### config.mk
export PLATFORM = sky130hd
export DESIGN_NAME = time_bcd_display
export DESIGN_NICKNAME = d
export VERILOG_FILES = /design/src/rtl/time_bcd_display.sv
export SDC_FILE = /design/constraint.sdc
export NUM_CORES = 1
export LEC_CHECK = 0
export CAP_MARGIN = 20
export CORE_AREA = 8 8 121 123
export DETAILED_ROUTE_END_ITERATION = 8
export DIE_AREA = 0 0 129 131
export GPL_TIMING_DRIVEN = 0
export PLACE_DENSITY = 0.84
export SLEW_MARGIN = 15
export SYNTH_ARGS = -nofsm -noshare
export SYNTH_HDL_FRONTEND = slang
export SYNTH_SLANG_ARGS = --single-unit
### constraint.sdc
create_clock -name clk -period 5.06 [get_ports clk]
set_input_delay 0.506 -clock clk [delete_from_list [all_inputs] [get_ports clk]]
set_output_delay 0.506 -clock clk [all_outputs]
set_load 0.01 [all_outputs]
### src/rtl/time_bcd_display.sv
// Sequential double-dabble binary-to-BCD converter driving active-low seven-segment digits.
// One binary bit is consumed per clock; the displayed value only updates when a conversion ends.
module time_bcd_display #(
    parameter int unsigned IN_WIDTH      = 26,
    parameter int unsigned DIGITS        = 8,
    parameter bit          BLANK_LEADING = 1'b1
) (
    input  logic                    clk,
    input  logic                    rstN,
    input  logic                    load,
    input  logic [IN_WIDTH-1:0]     binIn,
    output logic                    busy,
    output logic                    done,
    output logic [4*DIGITS-1:0]     bcdOut,
    output logic [7*DIGITS-1:0]     hexOut
);

    localparam int unsigned SW = 4 * DIGITS;
    localparam int unsigned CW = $clog2(IN_WIDTH + 1);

    typedef enum logic [1:0] {StIdle, StShift, StDone} state_e;

    state_e              state_q, state_d;
    logic [IN_WIDTH-1:0] bin_q, bin_d;
    logic [SW-1:0]       scratch_q, scratch_d;
    logic [SW-1:0]       bcd_q, bcd_d;
    logic [CW-1:0]       count_q, count_d;
    logic                busy_q, busy_d;
    logic                done_q, done_d;

    logic [SW-1:0]       scratch_adj;
    logic [SW-1:0]       scratch_next;

    // Add-3 correction on every digit in parallel, then shift in the next binary MSB.
    always_comb begin
        scratch_adj = scratch_q;
        for (int i = 0; i < int'(DIGITS); i++) begin
            if (scratch_q[4*i +: 4] >= 4'd5) begin
                scratch_adj[4*i +: 4] = scratch_q[4*i +: 4] + 4'd3;
            end
        end
        scratch_next = (scratch_adj << 1) | {{(SW-1){1'b0}}, bin_q[IN_WIDTH-1]};
    end

    always_comb begin
        state_d   = state_q;
        bin_d     = bin_q;
        scratch_d = scratch_q;
        bcd_d     = bcd_q;
        count_d   = count_q;
        busy_d    = busy_q;
        done_d    = 1'b0;
        unique case (state_q)
            StIdle, StDone: begin
                state_d = StIdle;
                if (load) begin
                    state_d   = StShift;
                    bin_d     = binIn;
                    scratch_d = '0;
                    count_d   = CW'(IN_WIDTH);
                    busy_d    = 1'b1;
                end
            end
            StShift: begin
                scratch_d = scratch_next;
                bin_d     = bin_q << 1;
                count_d   = count_q - 1'b1;
                if (count_q == CW'(1)) begin
                    state_d = StDone;
                    bcd_d   = scratch_next;
                    done_d  = 1'b1;
                    busy_d  = 1'b0;
                end
            end
            default: begin
                state_d = StIdle;
                busy_d  = 1'b0;
            end
        endcase
    end

    always_ff @(posedge clk or negedge rstN) begin
        if (!rstN) begin
            state_q   <= StIdle;
            bin_q     <= '0;
            scratch_q <= '0;
            bcd_q     <= '0;
            count_q   <= '0;
            busy_q    <= 1'b0;
            done_q    <= 1'b0;
        end else begin
            state_q   <= state_d;
            bin_q     <= bin_d;
            scratch_q <= scratch_d;
            bcd_q     <= bcd_d;
            count_q   <= count_d;
            busy_q    <= busy_d;
            done_q    <= done_d;
        end
    end

    function automatic logic [6:0] seg7(input logic [3:0] d);
        unique case (d)
            4'd0:    seg7 = 7'b1000000;
            4'd1:    seg7 = 7'b1111001;
            4'd2:    seg7 = 7'b0100100;
            4'd3:    seg7 = 7'b0110000;
            4'd4:    seg7 = 7'b0011001;
            4'd5:    seg7 = 7'b0010010;
            4'd6:    seg7 = 7'b0000010;
            4'd7:    seg7 = 7'b1111000;
            4'd8:    seg7 = 7'b0000000;
            4'd9:    seg7 = 7'b0010000;
            default: seg7 = 7'b1111111;
        endcase
    endfunction

    // Walk from the most significant digit down; a digit is dark while everything above is zero.
    always_comb begin
        logic upper_zero;
        upper_zero = 1'b1;
        hexOut     = '1;
        for (int k = int'(DIGITS) - 1; k >= 0; k--) begin
            upper_zero = upper_zero && (bcd_q[4*k +: 4] == 4'd0);
            if (BLANK_LEADING && (k > 0) && upper_zero) begin
                hexOut[7*k +: 7] = 7'b1111111;
            end else begin
                hexOut[7*k +: 7] = seg7(bcd_q[4*k +: 4]);
            end
        end
    end

    assign busy   = busy_q;
    assign done   = done_q;
    assign bcdOut = bcd_q;

endmodule
Yosys cells after proc, flatten, opt, wreduce, memory -nomap -nowiden
Memories as Yosys holds them, arrays and structs flattened.
Index checks and enable logic that the tools add are counted.
W data, S select, Z words.
- register bits after elaboration: 99
- bits in read-only memories: 896
- input bits: 29
- output and inout port bits: 90
- logic and storage cells: 86
- memories kept: 8
- add/subtract/negate cells: 9
- $lt $le $gt $ge: 8
- equality and inequality tests: 5
- mux-type cells: 29
- bitwise operators: 1
- reductions and logical operators: 19
- memory list (memory ; depth ; width ; read ports ; clocked after memory_dff ; wr ports ; line ; source):
    (name not given) ; 16 ; 7 ; 1 ; 0 ; 0 ; 103 ; unique case (d)
    (name not given) ; 16 ; 7 ; 1 ; 0 ; 0 ; 103 ;
    (name not given) ; 16 ; 7 ; 1 ; 0 ; 0 ; 103 ;
    (name not given) ; 16 ; 7 ; 1 ; 0 ; 0 ; 103 ;
    (name not given) ; 16 ; 7 ; 1 ; 0 ; 0 ; 103 ;
    (name not given) ; 16 ; 7 ; 1 ; 0 ; 0 ; 103 ;
    2 more memories ; n/a ; n/a ; n/a ; n/a ; n/a ; n/a ;
- operators by type and width (operator ; number):
    $pmux W32 S2 ; 1
    $pmux W26 S2 ; 1
    $mux W7 ; 7
    $ge A4 B3 Y1 const B ; 8
    $mux W32 ; 1
    $or A32 B1 Y32 ; 1
    $add A4 B2 Y4 const B ; 7
    $logic_not A4 Y1 ; 7
    $mux W4 ; 7
    $mux W26 ; 1
    $pmux W5 S2 ; 1
    $logic_and A1 B1 Y1 ; 6
    $reduce_and A2 Y1 ; 3
    $eq A5 B1 Y1 const B ; 1
    $mux W1 ; 5
    $mux W5 ; 1
    $sub A5 B1 Y5 const B ; 1
    $ne A2 B2 Y1 const B ; 2
    $pmux W2 S2 ; 1
    $add A3 B2 Y3 const B ; 1
    $mux W3 ; 1
    $eq A2 B1 Y1 const B ; 1
    $eq A2 B2 Y1 const B ; 1
    $logic_not A2 Y1 ; 1
    4 further kinds ; 4

Depth between registers and ports, before layout
Gate-level depths: netlist of run 1.
- depth after elaboration: 8
- gate-level depth with buffers: 8
- mapped depth without buffers: 7

Worst setup path after synthesis of run 1
No wires, ideal clock.
- kind: flip-flop to output port
- start: reg bcd_q[29], in the netlist bcdOut[29]
- end: out hexOut[16]
- arrival: 2.170 ns
- data required time: 4.554 ns
- setup slack: 2.384 ns
- cell stages (with the launch flop): 7
- buffers on the path: 0
- path through: dfrtp_1 -> inv_1 -> ha_1 -> or4b_4 -> and4bb_4 -> nand4b_4 -> a311oi_1
- cells in the longest elaborated chain, start to end: 7
- RTL lines (element ; line ; source):
    start: declaration ; 26 ; logic [SW-1:0] bcd_q, bcd_d;
    start signal: assignment ; 87 ; bcd_q <= '0;
    start signal: assignment ; 95 ; bcd_q <= bcd_d;
    $logic_not A4 Y1 ; 124 ; upper_zero = upper_zero && (bcd_q[4*k +: 4] == 4'd0);
    $logic_and A1 B1 Y1 (5 in a row) ; 124 ;
    $mux W7 ; 125 ; if (BLANK_LEADING && (k > 0) && upper_zero) begin
    end: declaration ; 15 ; output logic [7*DIGITS-1:0] hexOut
No other way between the ends.

Worst setup path after layout of run 1
- start: reg bcd_q[29], in the netlist bcdOut[29]
- end: out hexOut[9]
- cells in the longest elaborated chain, start to end: 8
- RTL lines (element ; line):
    $logic_not A4 Y1 ; 124
    $logic_and A1 B1 Y1 (6 in a row) ; 124
    $mux W7 ; 125
No other way between the ends.

==> results of run 1 <==
[sequential cells by signal, summed over array words and instances (netlist names)]
name / flops
bin_q: 26
bcdOut: 32
done: 1
state_q: 2
count_q: 5
busy: 1
scratch_q: 32
[through the flow]
step	setup TNS [ns]	power, mW
floorplan	0	3.66
global placement	-21.88	5.15
detailed placement	0	5.25
CTS	0	5.97
global route	0	6.43
finish	0	5.94
[report_power, final]
group | switching (mW) | internal (mW) | total (mW)
logic | 1.87 | 1.89 | 3.77
registers | 0.348 | 1.13 | 1.48
clock network | 0.278 | 0.407 | 0.686
total | 2.50 | 3.43 | 5.94
[Yosys cell counts, types with 5 or more instances]
cell type    n  share of area
mux2i_1     11          0.018
a22oi_1     28          0.034
nor2_1      35          0.021
o31ai_1     10          0.012
a22o_1      18          0.025
o21ai_0     56          0.045
clkbuf_1    31          0.019
a32o_1       8          0.013
o22ai_1     12          0.012
a21oi_1     68          0.055
dfrtp_1     99           0.40
mux2_2      16          0.029
xnor2_1     10          0.014
nor2b_1     11          0.011
inv_1       45          0.027
nand2b_1    23          0.023
nand2_1    101          0.061
nor3_1       5         0.0040
ha_1        53           0.11
nor3b_1     17          0.021
[worst max-delay path, stage by stage, from the launching register on]
cell and delay [ns]:
dfrtp_1 0.45, inv_1 0.14, ha_1 0.23, or4b_4 0.52, and4bb_4 0.42, nand4b_1 0.30, o21ai_0 0.18, clkdlybuf4s50_1 0.57
[layout make-up]
cell class / count / share of cell area
multi-input cells: 514 / 0.430
flip-flops and latches: 99 / 0.313
repair buffers: 119 / 0.153
clock buffers: 13 / 0.0328
well taps: 176 / 0.0278
inverters: 46 / 0.0218
plain buffers: 36 / 0.0183
clock inverters: 2 / 0.00442
[cell usage in the layout, fill, tap and decap left out, types with 4 or more instances in the layout]
master	Yosys	routed
nor3_1	5	5
clkdlybuf4s50_1	0	117
o22ai_1	12	12
dfrtp_1	99	99
o31ai_1	10	10
nor2b_1	11	11
a21oi_1	68	68
clkbuf_16	0	9
mux2i_1	11	11
nor3b_1	17	17
nor2_1	35	35
or2_2	4	4
o21ai_0	56	56
nand2b_1	23	23
a32o_1	8	8
nand2_1	101	101
ha_1	53	53
mux2_2	16	16
xnor2_1	10	10
inv_1	45	45
a22o_1	18	18
a22oi_1	28	28
clkbuf_1	31	33
[path summary, 6_finish.rpt]
path / start / end / slack (ns) / cells past startpoint
worst max-delay path: bcdOut[29]$_DFFE_PN0P_ / hexOut[9] / 1.40 / 7
worst min-delay path: rstN / done$_DFF_PN0_ / 0.04 / 1
worst max register to register: count_q[1]$_DFFE_PN0P_ / bcdOut[21]$_DFFE_PN0P_ / 2.66 / 7
worst min register to register: bin_q[5]$_DFFE_PN0P_ / bin_q[5]$_DFFE_PN0P_ / 0.48 / 2
max in group asynchronous: rstN / scratch_q[12]$_DFFE_PN0P_ / 4.38 / 2
min in group clk: bin_q[5]$_DFFE_PN0P_ / bin_q[5]$_DFFE_PN0P_ / 0.48 / 2
[logic make-up (layout without fill, tap and decap cells)]
logic type                 Yosys count  after routing  share of synthesized area
AOI/OAI and AO/OA                  213            213                      0.213
and+or+nand+nor                    211            211                      0.168
DFF                                 99             99                      0.400
buffers and inverters               82            216                     0.0513
adders and majority gates           53             53                      0.107
muxes                               27             27                     0.0468
xor gates and xnor gates            10             10                     0.0141
[routing by layer]
layer	vias to the layer above	wire, um
met5	-	0
met4	0	207
met3	19	958
met2	162	7190
met1	2646	6890
li1	2707	-
==> results.rst, run 1 <==
.. list-table::
   :header-rows: 1

   * - Metric
     - Value
   * - Cell chosen for the clock root
     - clkbuf_16
   * - Worst slack at placement
     - around 1.7 ns
   * - Post-synth EDFFs
     - 0
   * - GR Util met1
     - 0.241
   * - Status
     - finished clean
   * - Die span in y
     - 131 um
   * - Endpoint arrival time on the critical path
     - 3.15 ns
   * - Antenna Diode Count
     - 0
   * - Syn Nets
     - 777
   * - Post-synthesis instance area
     - 0.00620 mm2
   * - Cell row count
     - 42
   * - Number of synthesized register bits
     - roughly 100
   * - Final std cells w/o fill
     - 1005
   * - Post-detail-place hpwl
     - about 11 mm
   * - Clock buffers created by TritonCTS
     - 9
   * - Post-synthesis to final-layout area growth
     - 27.8%
   * - Number of iterations in the first detailed-routing pass
     - 5
   * - Number of buffers added to fix hold violations after cts
     - 0
   * - Final design utilization
     - 0.616
   * - Die footprint
     - between 0.015 and 0.02 mm2
   * - Chip Width
     - 129 um
   * - Final hold slack
     - around 0.043 ns
   * - Final weighted congestion in routability-driven placement
     - 0.843
   * - Max Cap Viol
     - 0
   * - Total grt overflow
     - 0
   * - Iter 0 DRT Violations
     - 272
   * - Highest-utilization routing layer at the global route stage
     - met2
   * - CP required
     - 4.55 ns
   * - Later-pin clock latency in the skew report
     - 0.33 ns
   * - Static Leakage
     - 3.55 nW
   * - Worst-case setup margin in the final layout
     - 1.40 ns
   * - Number of distinct library cell variants in the gate-level netlist after synthesis
     - 45
   * - Clock period minus worst slack
     - 3.66 ns
   * - Routed length per placed instance
     - 15.2 um
   * - Detailed Route WL
     - 15.3 mm
   * - Number of antenna violations at the first check in global routing
     - 0
   * - Area taken by flip-flops and latches
     - about 0.0025 mm2
   * - CP Class
     - register to primary output
   * - Area of combinational cells with multiple inputs
     - 0.00340 mm2
   * - Largest net degree at the start of global routing
     - 70
   * - Clock transition at the registers of the reported paths
     - approximately 0.060 ns
   * - Total routing usage reported by global routing
     - 0.184
   * - Hold/Removal Path Class
     - input pin to asynchronous set/reset pin
   * - Top fanout value on the critical path
     - 7
   * - Final Max Tran Viols
     - 0
   * - VDD IR max
     - between 0.0004 and 0.0005 V
   * - Number of levels in the clock H-tree
     - 3
   * - Net count reported at finish
     - about 910
   * - ANT nets after route
     - 0
   * - Slew of the pin with the lowest slew margin
     - 0.626 ns
   * - Worst-case clock skew
     - 0.00547 ns
   * - Proportion of layout cells with a drive suffix above 1
     - 0.0531
   * - Warnings, synthesis
     - 0
   * - Number of global-route vias before repair
     - approximately 5300
   * - Post-place instance area
     - ~0.0076 mm2
   * - Achievable Freq
     - 273 MHz
   * - Most instantiated flip-flop cell in the synthesis netlist
     - dfrtp_1
   * - Mean instance size in the synthesized netlist
     - 8.92 um2
   * - Number of buffers inserted by port buffering
     - 118
   * - Number of vias per cell
     - between 5 and 6
   * - Buffers inserted by post-CTS timing repair
     - 0
   * - I/O pin count
     - 119
   * - First-pass GRT wire length
     - between 20 and 30 mm
   * - Cell area after layout
     - 0.00793 mm2
   * - Area of the core region
     - 0.0129 mm2
   * - Startpoint type of the worst setup path
     - register
   * - Met2 routing resource usage after global routing
     - 0.307
   * - Fin crit share
     - 0.723
   * - CTS tree
     - yes
   * - Clk sinks
     - 99
   * - Setup repair after global routing missed its margin
     - no
   * - Power per unit of standard cell area
     - ~750 mW/mm2
   * - Starting utilization of the core area
     - 0.482
   * - Number of failing hold endpoints at the final stage
     - 0
   * - Cells after Synth
     - roughly 700
   * - Worst rel slew slack
     - 0.583
   * - Sequential cell area fraction in the yosys report
     - 0.400
   * - Count of unresolved DRC violations after routing
     - 0
   * - Number of buffers between clock root and the deepest sink
     - 2
   * - Fraction of registers with async set/reset
     - 1.00
   * - # placed instances
     - between 900 and 1000
   * - Total via count in the routed design
     - between 5000 and 6000
   * - Met3 track demand over resource
     - 0.0296
   * - Quantity of gates resized following cts
     - 0
   * - # fillers
     - 1092
   * - Final count of negative-setup-slack endpoints
     - 0
   * - Worst Setup End Kind
     - primary output
No activity file was read; power rests on OpenSTA's default activity.
==> run 2, diff against run 1 <==
CORE_AREA = 8 8 123 125   (was 8 8 121 123)
DIE_AREA = 0 0 131 133   (was 0 0 129 131)
PLACE_DENSITY = 0.85   (was 0.84)
clock period = 3.3 ns   (was 5.06 ns; I/O delays follow)
==> run 2 against run 1 <==
Sequential share of layout area shrank 0.20 points. Largest power group unchanged. Setup slack lost 1.3 ns. Critical endpoint is now hexOut[22]. Routed wire length shrank 0.58%. Cell count grew 0.20%. Die area grew 3.1%. Final area grew 0.76%. Combinational power grew 52%. Flip-flop and latch count is the same.
==> results.rst, run 2 (synthesis gave the netlist of run 1 again) <==
.. list-table::
   :header-rows: 1

   * - Metric
     - Value
   * - Internal power
     - 5.18 mW (was 3.43 mW)
   * - Net count reported at finish
     - 908 (was 907)
   * - Status
     - finished clean (unchanged)
   * - Final design utilization
     - 0.610 (was 0.616)
   * - Final hold slack
     - 0.387 ns (was 0.0431 ns)
   * - Starting utilization of the core area
     - 0.474 (was 0.482)
   * - Detailed Route WL
     - 15.2 mm (was 15.3 mm)
   * - Iter 0 DRT Violations
     - 333 (was 272)
   * - First-pass GRT wire length
     - 25.3 mm (was 25.5 mm)
   * - Clock period minus worst slack
     - 3.17 ns
   * - ANT nets after route
     - 0 (unchanged)
   * - Count of unresolved DRC violations after routing
     - 0 (unchanged)
   * - Number of global-route vias before repair
     - 5382 (was 5327)
   * - CP Class
     - register to primary output (unchanged)
   * - Path depth of the worst reg2reg path
     - 7 (unchanged)
   * - Achievable Freq
     - 315 MHz
   * - Top fanout value on the critical path
     - 9 (was 7)
   * - Total routing usage reported by global routing
     - 0.175 (was 0.184)
   * - Die span in y
     - 133 um (was 131 um)
   * - Number of antenna violations at the first check in global routing
     - 0 (unchanged)
   * - I/O pin count
     - 119 (unchanged)
   * - Number of vias per cell
     - 5.41 (was 5.51)
   * - VDD IR max
     - 0.000444 V (was 0.000428 V)
   * - Routed length per placed instance
     - 15.1 um (was 15.2 um)
   * - Setup repair after global routing missed its margin
     - no (unchanged)
   * - Final weighted congestion in routability-driven placement
     - 0.825 (was 0.843)
   * - Cell chosen for the clock root
     - clkbuf_16 (unchanged)
   * - Largest net degree at the start of global routing
     - 84 (was 70)
   * - Clk sinks
     - 99 (unchanged)
   * - Most common cell after layout, fill and taps aside
     - clkdlybuf4s50_1 (unchanged)
   * - Hold/Removal Path Class
     - input pin to asynchronous set/reset pin (unchanged)
   * - Chip Width
     - 131 um (was 129 um)
   * - Number of buffers between clock root and the deepest sink
     - 2 (unchanged)
   * - Cell row count
     - 42 (unchanged)
   * - Total grt overflow
     - 0 (unchanged)
   * - Number of failing hold endpoints at the final stage
     - 0 (unchanged)
   * - Antenna Diode Count
     - 0 (unchanged)
   * - Startpoint type of the worst setup path
     - register (unchanged)
   * - Number of iterations in the first detailed-routing pass
     - 5 (unchanged)
   * - Post-detail-place hpwl
     - 11.1 mm (was 11.3 mm)
   * - Clock transition at the registers of the reported paths
     - 0.07 ns (was 0.06 ns)
   * - Total power of the final layout
     - 9.07 mW (was 5.94 mW)
   * - Die footprint
     - 0.0174 mm2 (was 0.0169 mm2)
   * - Switching power
     - 3.88 mW (was 2.50 mW)
   * - Area of the core region
     - 0.0131 mm2 (was 0.0129 mm2)
   * - Static Leakage
     - 3.68 nW (was 3.55 nW)
   * - Final count of negative-setup-slack endpoints
     - 0 (unchanged)
   * - Max Cap Viol
     - 0 (unchanged)
   * - Proportion of layout cells with a drive suffix above 1
     - 0.0650 (was 0.0531)
   * - Final Max Tran Viols
     - 0 (unchanged)
   * - Post-synthesis to final-layout area growth
     - 28.8% (was 27.8%)
   * - CP required
     - 2.97 ns (was 4.55 ns)
   * - Worst rel slew slack
     - 0.578 (was 0.583)
   * - Switching fraction of total power
     - 0.428 (was 0.421)
   * - Sequential share of power
     - 0.251 (was 0.250)
   * - Worst-case clock skew
     - 0.00560 ns (was 0.00547 ns)
   * - Worst Setup End Kind
     - primary output (unchanged)
   * - Total via count in the routed design
     - 5447 (was 5534)
   * - Number of buffers inserted by port buffering
     - 118 (unchanged)
   * - Endpoint arrival time on the critical path
     - 2.84 ns (was 3.15 ns)
   * - Power per unit of standard cell area
     - 1140 mW/mm2 (was 749 mW/mm2)
   * - Clock buffers created by TritonCTS
     - 9 (unchanged)
   * - Fin crit share
     - 0.961
   * - Clock power share
     - 0.118 (was 0.116)
   * - Most used cells in the layout excluding fill and tap cells
     - clkdlybuf4s50_1, nand2_1, dfrtp_1 (unchanged)
   * - Combinational cell fraction of total power
     - 0.631 (was 0.635)
   * - Later-pin clock latency in the skew report
     - 0.34 ns (was 0.33 ns)
   * - Number of levels in the clock H-tree
     - 3 (unchanged)
   * - CTS tree
     - yes (unchanged)
   * - Slew of the pin with the lowest slew margin
     - 0.631 ns (was 0.626 ns)
run 2: changes by cell type in the layout (fill, tap and decap cells not counted), sizes merged:
cell | previous run | this run
buf | 7 | 8
clkbuf | 44 | 39
clkdlybuf4s50 | 117 | 103
clkinv | 1 | 2
clkinvlp | 0 | 2
dlygate4sd2 | 0 | 4
dlygate4sd3 | 0 | 1
dlymetal6s2s | 0 | 10
inv | 46 | 48
run 2: worst max-delay path, cell delays in order, from the launching register on:
cell             delay [ns]
dfrtp_2                0.44
inv_2                  0.09
ha_2                   0.21
or4b_4                 0.51
and4bb_4               0.43
nand3b_4               0.14
o21ai_0                0.11
clkdlybuf4s50_1        0.56
run 2: area by class of cell:
class | count | area (um2)
repair buffers | 121 | 1250
fillers | 1093 | 5100
clock inverters | 7 | 76.3
inverters | 46 | 173
well taps | 176 | 220
multi-input cells | 514 | 3420
clock buffers | 9 | 225
flip-flops and latches | 99 | 2480
plain buffers | 35 | 141
run 2: layer usage:
metal / vias to the layer above / part of all wire / global-route usage
li1: 2702 / - / -
met1: 2566 / 0.44 / 0.223
met2: 159 / 0.47 / 0.293
met3: 20 / 0.074 / 0.0350
met4: 0 / 0.014 / 0.0491
met5: - / 0 / 0
run 2: timing repair:
item | in CTS | in global routing
endpoints found under the hold margin | 16 | 0
endpoints found under the setup margin | 15 | 12
buffers inserted | 1 | 0
hold buffers | 1 | 0
gates resized for setup | 7 | 14
pin swaps | 1 | 1
run 2: power groups by stage:
| stage | logic (mW) | clock network, mW | registers [mW] |
|---|---|---|---|
| after CTS | 5.80 | 1.08 | 2.26 |
| after floorplan | 3.41 | 0 | 2.21 |
| after global routing | 6.33 | 1.14 | 2.35 |
| final | 5.72 | 1.07 | 2.27 |
| after detailed placement | 5.80 | 0 | 2.27 |
| after global placement | 5.65 | 0 | 2.25 |
run 2: path summary, 6_finish.rpt:
kind,from,to,slack (ns)
max in group asynchronous,rstN,bcdOut[29]$_DFFE_PN0P_,2.28
min in group clk,bin_q[13]$_DFFE_PN0P_,bin_q[13]$_DFFE_PN0P_,0.48
max,bcdOut[28]$_DFFE_PN0P_,hexOut[22],0.13
min,rstN,bin_q[2]$_DFFE_PN0P_,0.39
min reg2reg,bin_q[13]$_DFFE_PN0P_,bin_q[13]$_DFFE_PN0P_,0.48
max reg2reg,count_q[1]$_DFFE_PN0P_,bcdOut[18]$_DFFE_PN0P_,0.88
run 2: metrics by stage:
| stage | area (um2) | std cells | setup slack [ns] | setup TNS (ns) |
|---|---|---|---|---|
| 6_report | 7990 | 1007 | 0.130 | 0 |
| 5_1_grt | 7990 | 1007 | 0.00935 | 0 |
| 4_1_cts | 7950 | 1007 | 0.00588 | 0 |
| 3_5_place_dp | 7630 | 990 | 0.157 | 0 |
| 3_3_place_gp | 7600 | 989 | -1.81 | -178.85 |
| 2_1_floorplan | 6200 | 695 | 0.800 | 0 |
==> run 3, diff against run 2 <==
ABC_AREA = 1   (was default)
CORE_AREA = 8 8 121 123   (was 8 8 123 125)
CTS_BUF_LIST = sky130_fd_sc_hd__clkbuf_8   (was default)
CTS_CLUSTER_SIZE = 40   (was default)
DIE_AREA = 0 0 129 131   (was 0 0 131 133)
PLACE_DENSITY = 0.86   (was 0.85)
==> run 3 against run 2 <==
Routed wire length fell by 5.4%. Non-clock buffer count fell by 15. Largest power group unchanged. Core utilization fell by 0.55 points. Synthesized area fell by 1.9%. Highest routed layer unchanged. Final area fell by 2.5%. Die area fell by 3.0%.
==> results.rst, run 3 <==
.. list-table::
   :header-rows: 1

   * - Metric
     - Value
   * - Path depth of the worst reg2reg path
     - 8 (was 7)
   * - Total via count in the routed design
     - 5461 (was 5447)
   * - Iter 0 DRT Violations
     - 316 (was 333)
   * - Cell row count
     - 42 (unchanged)
   * - Die footprint
     - 0.0169 mm2 (was 0.0174 mm2)
   * - Critical R2R Launch
     - scratch_q[0]$_DFFE_PN0P_ (was count_q[1]$_DFFE_PN0P_)
   * - Top cell type by total area after synthesis
     - dfrtp_1 (unchanged)
   * - ANT nets after route
     - 0 (unchanged)
   * - Clock period minus worst slack
     - 2.84 ns (was 3.17 ns)
   * - Sequential cell area fraction in the yosys report
     - 0.407 (was 0.400)
   * - Achievable Freq
     - 351 MHz (was 315 MHz)
   * - CTS tree
     - yes (unchanged)
   * - Area of the core region
     - 0.0129 mm2 (was 0.0131 mm2)
   * - Setup repair after global routing missed its margin
     - no (unchanged)
   * - Power per unit of standard cell area
     - 1140 mW/mm2 (about the same)
   * - Most repeated cell in the gate-level netlist after synthesis
     - nand2_1 (unchanged)
   * - Most common cell after layout, fill and taps aside
     - nand2_1 (was clkdlybuf4s50_1)
   * - Number of buffers added to fix hold violations after cts
     - 1 (unchanged)
   * - Destination of the worst register-to-register timing path
     - scratch_q[4]$_DFFE_PN0P_ (was bcdOut[18]$_DFFE_PN0P_)
   * - Fraction of synthesized area in multiplexers
     - 0 (was 0.0468)
   * - Max Cap Viol
     - 0 (unchanged)
   * - Hold/Removal Path Class
     - input pin to asynchronous set/reset pin (unchanged)
   * - Sequential share of power
     - 0.256 (was 0.251)
   * - Number of distinct library cell variants in the gate-level netlist after synthesis
     - 35 (was 45)
   * - Number of failing hold endpoints at the final stage
     - 0 (unchanged)
   * - Die span in y
     - 131 um (was 133 um)
   * - Worst Setup End Kind
     - primary output (unchanged)
   * - Final Max Tran Viols
     - 0 (unchanged)
   * - # fillers
     - 1106 (was 1093)
   * - Slew of the pin with the lowest slew margin
     - 0.580 ns (was 0.631 ns)
   * - Final hold slack
     - 0.414 ns (was 0.387 ns)
   * - Number of buffers inserted by port buffering
     - 118 (unchanged)
   * - First-pass GRT wire length
     - 24.0 mm (was 25.3 mm)
   * - Routed length per placed instance
     - 13.3 um (was 15.1 um)
   * - VDD IR max
     - 0.000399 V (was 0.000444 V)
   * - Worst rel slew slack
     - 0.613 (was 0.578)
   * - Largest net degree at the start of global routing
     - 59 (was 84)
   * - Internal power
     - 5.04 mW (was 5.18 mW)
   * - Warnings, synthesis
     - 0 (unchanged)
   * - Number of global-route vias before repair
     - 5241 (was 5382)
   * - Endpoint arrival time on the critical path
     - 2.51 ns (was 2.84 ns)
   * - Net count reported at finish
     - 977 (was 908)
   * - Complex-gate fraction of the synthesized area
     - 0.195 (was 0.213)
   * - Most instantiated flip-flop cell in the synthesis netlist
     - dfrtp_1 (unchanged)
   * - CP Class
     - register to primary output (unchanged)
   * - Worst-case clock skew
     - 0.0136 ns (was 0.00560 ns)
   * - Switching fraction of total power
     - 0.434 (was 0.428)
   * - Syn Nets
     - 846 (was 777)
   * - Cells after Synth
     - 764 (was 695)
   * - Share of the synthesized netlist area taken by xor and xnor gates
     - 0.0130 (was 0.0141)
   * - Clock transition at the registers of the reported paths
     - 0.10 ns (was 0.07 ns)
   * - Reg-to-reg slack, setup
     - 1.63 ns (was 0.88 ns)
   * - Simple-gate area share of the yosys netlist
     - 0.187 (was 0.168)
   * - Fin crit share
     - 0.862 (was 0.961)
   * - Buffers inserted by post-CTS timing repair
     - 0 (was 1)
   * - Static Leakage
     - 3.80 nW (was 3.68 nW)
   * - Number of vias per cell
     - 5.08 (was 5.41)
   * - Chip Width
     - 129 um (was 131 um)
   * - Antenna Diode Count
     - 0 (unchanged)
   * - Clk sinks
     - 99 (unchanged)
   * - Post-synth EDFFs
     - 0 (unchanged)
   * - Total power of the final layout
     - 8.91 mW (was 9.07 mW)
   * - Final weighted congestion in routability-driven placement
     - 0.865 (was 0.825)
   * - Fraction of registers with async set/reset
     - 1.00 (unchanged)
   * - I/O pin count
     - 119 (unchanged)
   * - Post-place instance area
     - 0.00751 mm2 (was 0.00763 mm2)
   * - Final std cells w/o fill
     - 1076 (was 1007)
   * - Most used cells in the layout excluding fill and tap cells
     - nand2_1, clkdlybuf4s50_1, inv_1 (was clkdlybuf4s50_1, nand2_1, dfrtp_1)
   * - Post-synthesis instance area
     - 0.00608 mm2 (was 0.00620 mm2)
   * - Dominant combinational cell family by area after synthesis
     - compound AO/OA/AOI/OAI gates (unchanged)
   * - Number of levels in the clock H-tree
     - 3 (unchanged)
   * - Cell chosen for the clock root
     - clkbuf_8 (was clkbuf_16)
   * - Ranking of synthesized cells by area
     - dfrtp_1, nand2_1, ha_1 (was dfrtp_1, ha_1, nand2_1)
   * - Mean instance size in the synthesized netlist
     - 7.96 um2 (was 8.92 um2)
   * - Number of antenna violations at the first check in global routing
     - 0 (unchanged)
   * - Number of synthesized register bits
     - 99 (unchanged)
   * - Post-detail-place hpwl
     - 10.9 mm (was 11.1 mm)
   * - Status
     - finished clean (unchanged)
   * - Number of iterations in the first detailed-routing pass
     - 7 (was 5)
   * - Number of buffers between clock root and the deepest sink
     - 2 (unchanged)
   * - Later-pin clock latency in the skew report
     - 0.38 ns (was 0.34 ns)
   * - Cell area after layout
     - 0.00779 mm2 (was 0.00799 mm2)
   * - # placed instances
     - 1059 (was 990)
   * - Quantity of gates resized following cts
     - 0 (was 7)
   * - Count of unresolved DRC violations after routing
     - 0 (unchanged)
   * - Fraction of synthesized cell area taken by the top area cell type
     - 0.407 (was 0.400)
   * - Adder-Cell Fraction of Synth Area
     - 0.109 (was 0.107)
   * - Detailed Route WL
     - 14.3 mm (was 15.2 mm)
   * - Synth top cells by count
     - nand2_1, inv_1, o21ai_0, dfrtp_1, ha_1 (was nand2_1, dfrtp_1, a21oi_1, o21ai_0, ha_1)
   * - Total grt overflow
     - 0 (unchanged)
   * - Proportion of layout cells with a drive suffix above 1
     - 0.0622 (was 0.0650)
   * - Combinational cell fraction of total power
     - 0.630 (was 0.631)
   * - Final count of negative-setup-slack endpoints
     - 0 (unchanged)
   * - CP required
     - 2.97 ns (about the same)
   * - Startpoint type of the worst setup path
     - register (unchanged)
   * - Clock power share
     - 0.114 (was 0.118)
   * - Total routing usage reported by global routing
     - 0.174 (was 0.175)
   * - Clock buffers created by TritonCTS
     - 9 (unchanged)
   * - Top fanout value on the critical path
     - 7 (was 9)
   * - Switching power
     - 3.86 mW (was 3.88 mW)
   * - Starting utilization of the core area
     - 0.472 (was 0.474)
   * - Post-synthesis to final-layout area growth
     - 28.0% (was 28.8%)
-- run 3: cell count changes in the layout (fill, tap and decap cells not counted), sizes merged, moves of 16 or more --
| cell | delta |
|---|---|
| a21oi | -47 |
| a22o | -18 |
| a22oi | -24 |
| clkbuf | -20 |
| inv | +69 |
| mux2 | -16 |
| nand2 | +79 |
| nand2b | -23 |
| nand3 | +28 |
| nor3b | -17 |
| o21ai | +50 |
| o221ai | +23 |
-- run 3: kinds of logic after synthesis --
logic type / after synthesis
AOI/OAI and AO/OA: 199
xor gates and xnor gates: 9
buffers and inverters: 139
DFF: 99
and+or+nand+nor: 265
adders and majority gates: 53
-- run 3: per-stage QoR --
stage	utilization	worst slack, ns	setup TNS, ns
CTS	0.605	0.420	0
floorplan	-	1.50	0
detailed placement	0.583	0.829	0
finish	0.605	0.455	0
global placement	0.581	-1.73	-170.76
global route	0.605	0.257	0
-- run 3: power by group through the flow --
stage	sequential, mW	combinational (mW)	clock (mW)
after floorplan	2.27	3.19	0
after detailed placement	2.30	5.65	0
after CTS	2.28	5.68	1.02
final	2.28	5.61	1.01
after global routing	2.38	6.28	1.06
after global placement	2.27	5.50	0
-- run 3: how the worst max path moves through the flow --
stage / from / to / slack (ns) / depth (start not counted)
3_3_place_gp: rstN / bcdOut[31]$_DFFE_PN0P_ / -1.73 / 1
4_1_cts: bcdOut[29]$_DFFE_PN0P_ / hexOut[7] / 0.42 / 9
3_5_place_dp: bcdOut[29]$_DFFE_PN0P_ / hexOut[7] / 0.83 / 9
6_report: bcdOut[29]$_DFFE_PN0P_ / hexOut[8] / 0.46 / 9
5_1_grt: bcdOut[25]$_DFFE_PN0P_ / hexOut[7] / 0.26 / 9
2_1_floorplan: bcdOut[25]$_DFFE_PN0P_ / hexOut[10] / 1.50 / 8
-- run 3: final cells by class --
cell class	instances	area [um2]	share of cell area
Timing Repair Buffer	120	1220	0.157
Tap cell	176	220	0.0283
Inverter	118	443	0.0569
Sequential cell	99	2480	0.318
Buffer	21	97.6	0.0125
Clock inverter	7	140	0.0180
Clock buffer	9	124	0.0159
Multi-Input combinational cell	526	3060	0.394
-- run 3: per-layer routing --
metal	track usage	share of wire	vias up	wire, um
met5	0	0	-	0
met4	0.0539	0.011	0	163
met3	0.0353	0.056	21	796
met2	0.311	0.50	131	7180
met1	0.205	0.43	2526	6200
li1	-	-	2783	-
-- run 3: worst max-delay path, stage by stage, from the launching register on --
cell             delay, ns
dfrtp_1               0.44
inv_1                 0.16
ha_1                  0.21
nand2_2               0.09
nor2_4                0.20
nand3_4               0.14
nor2_8                0.16
nand3_4               0.11
nand2_1               0.09
clkdlybuf4s50_1       0.53
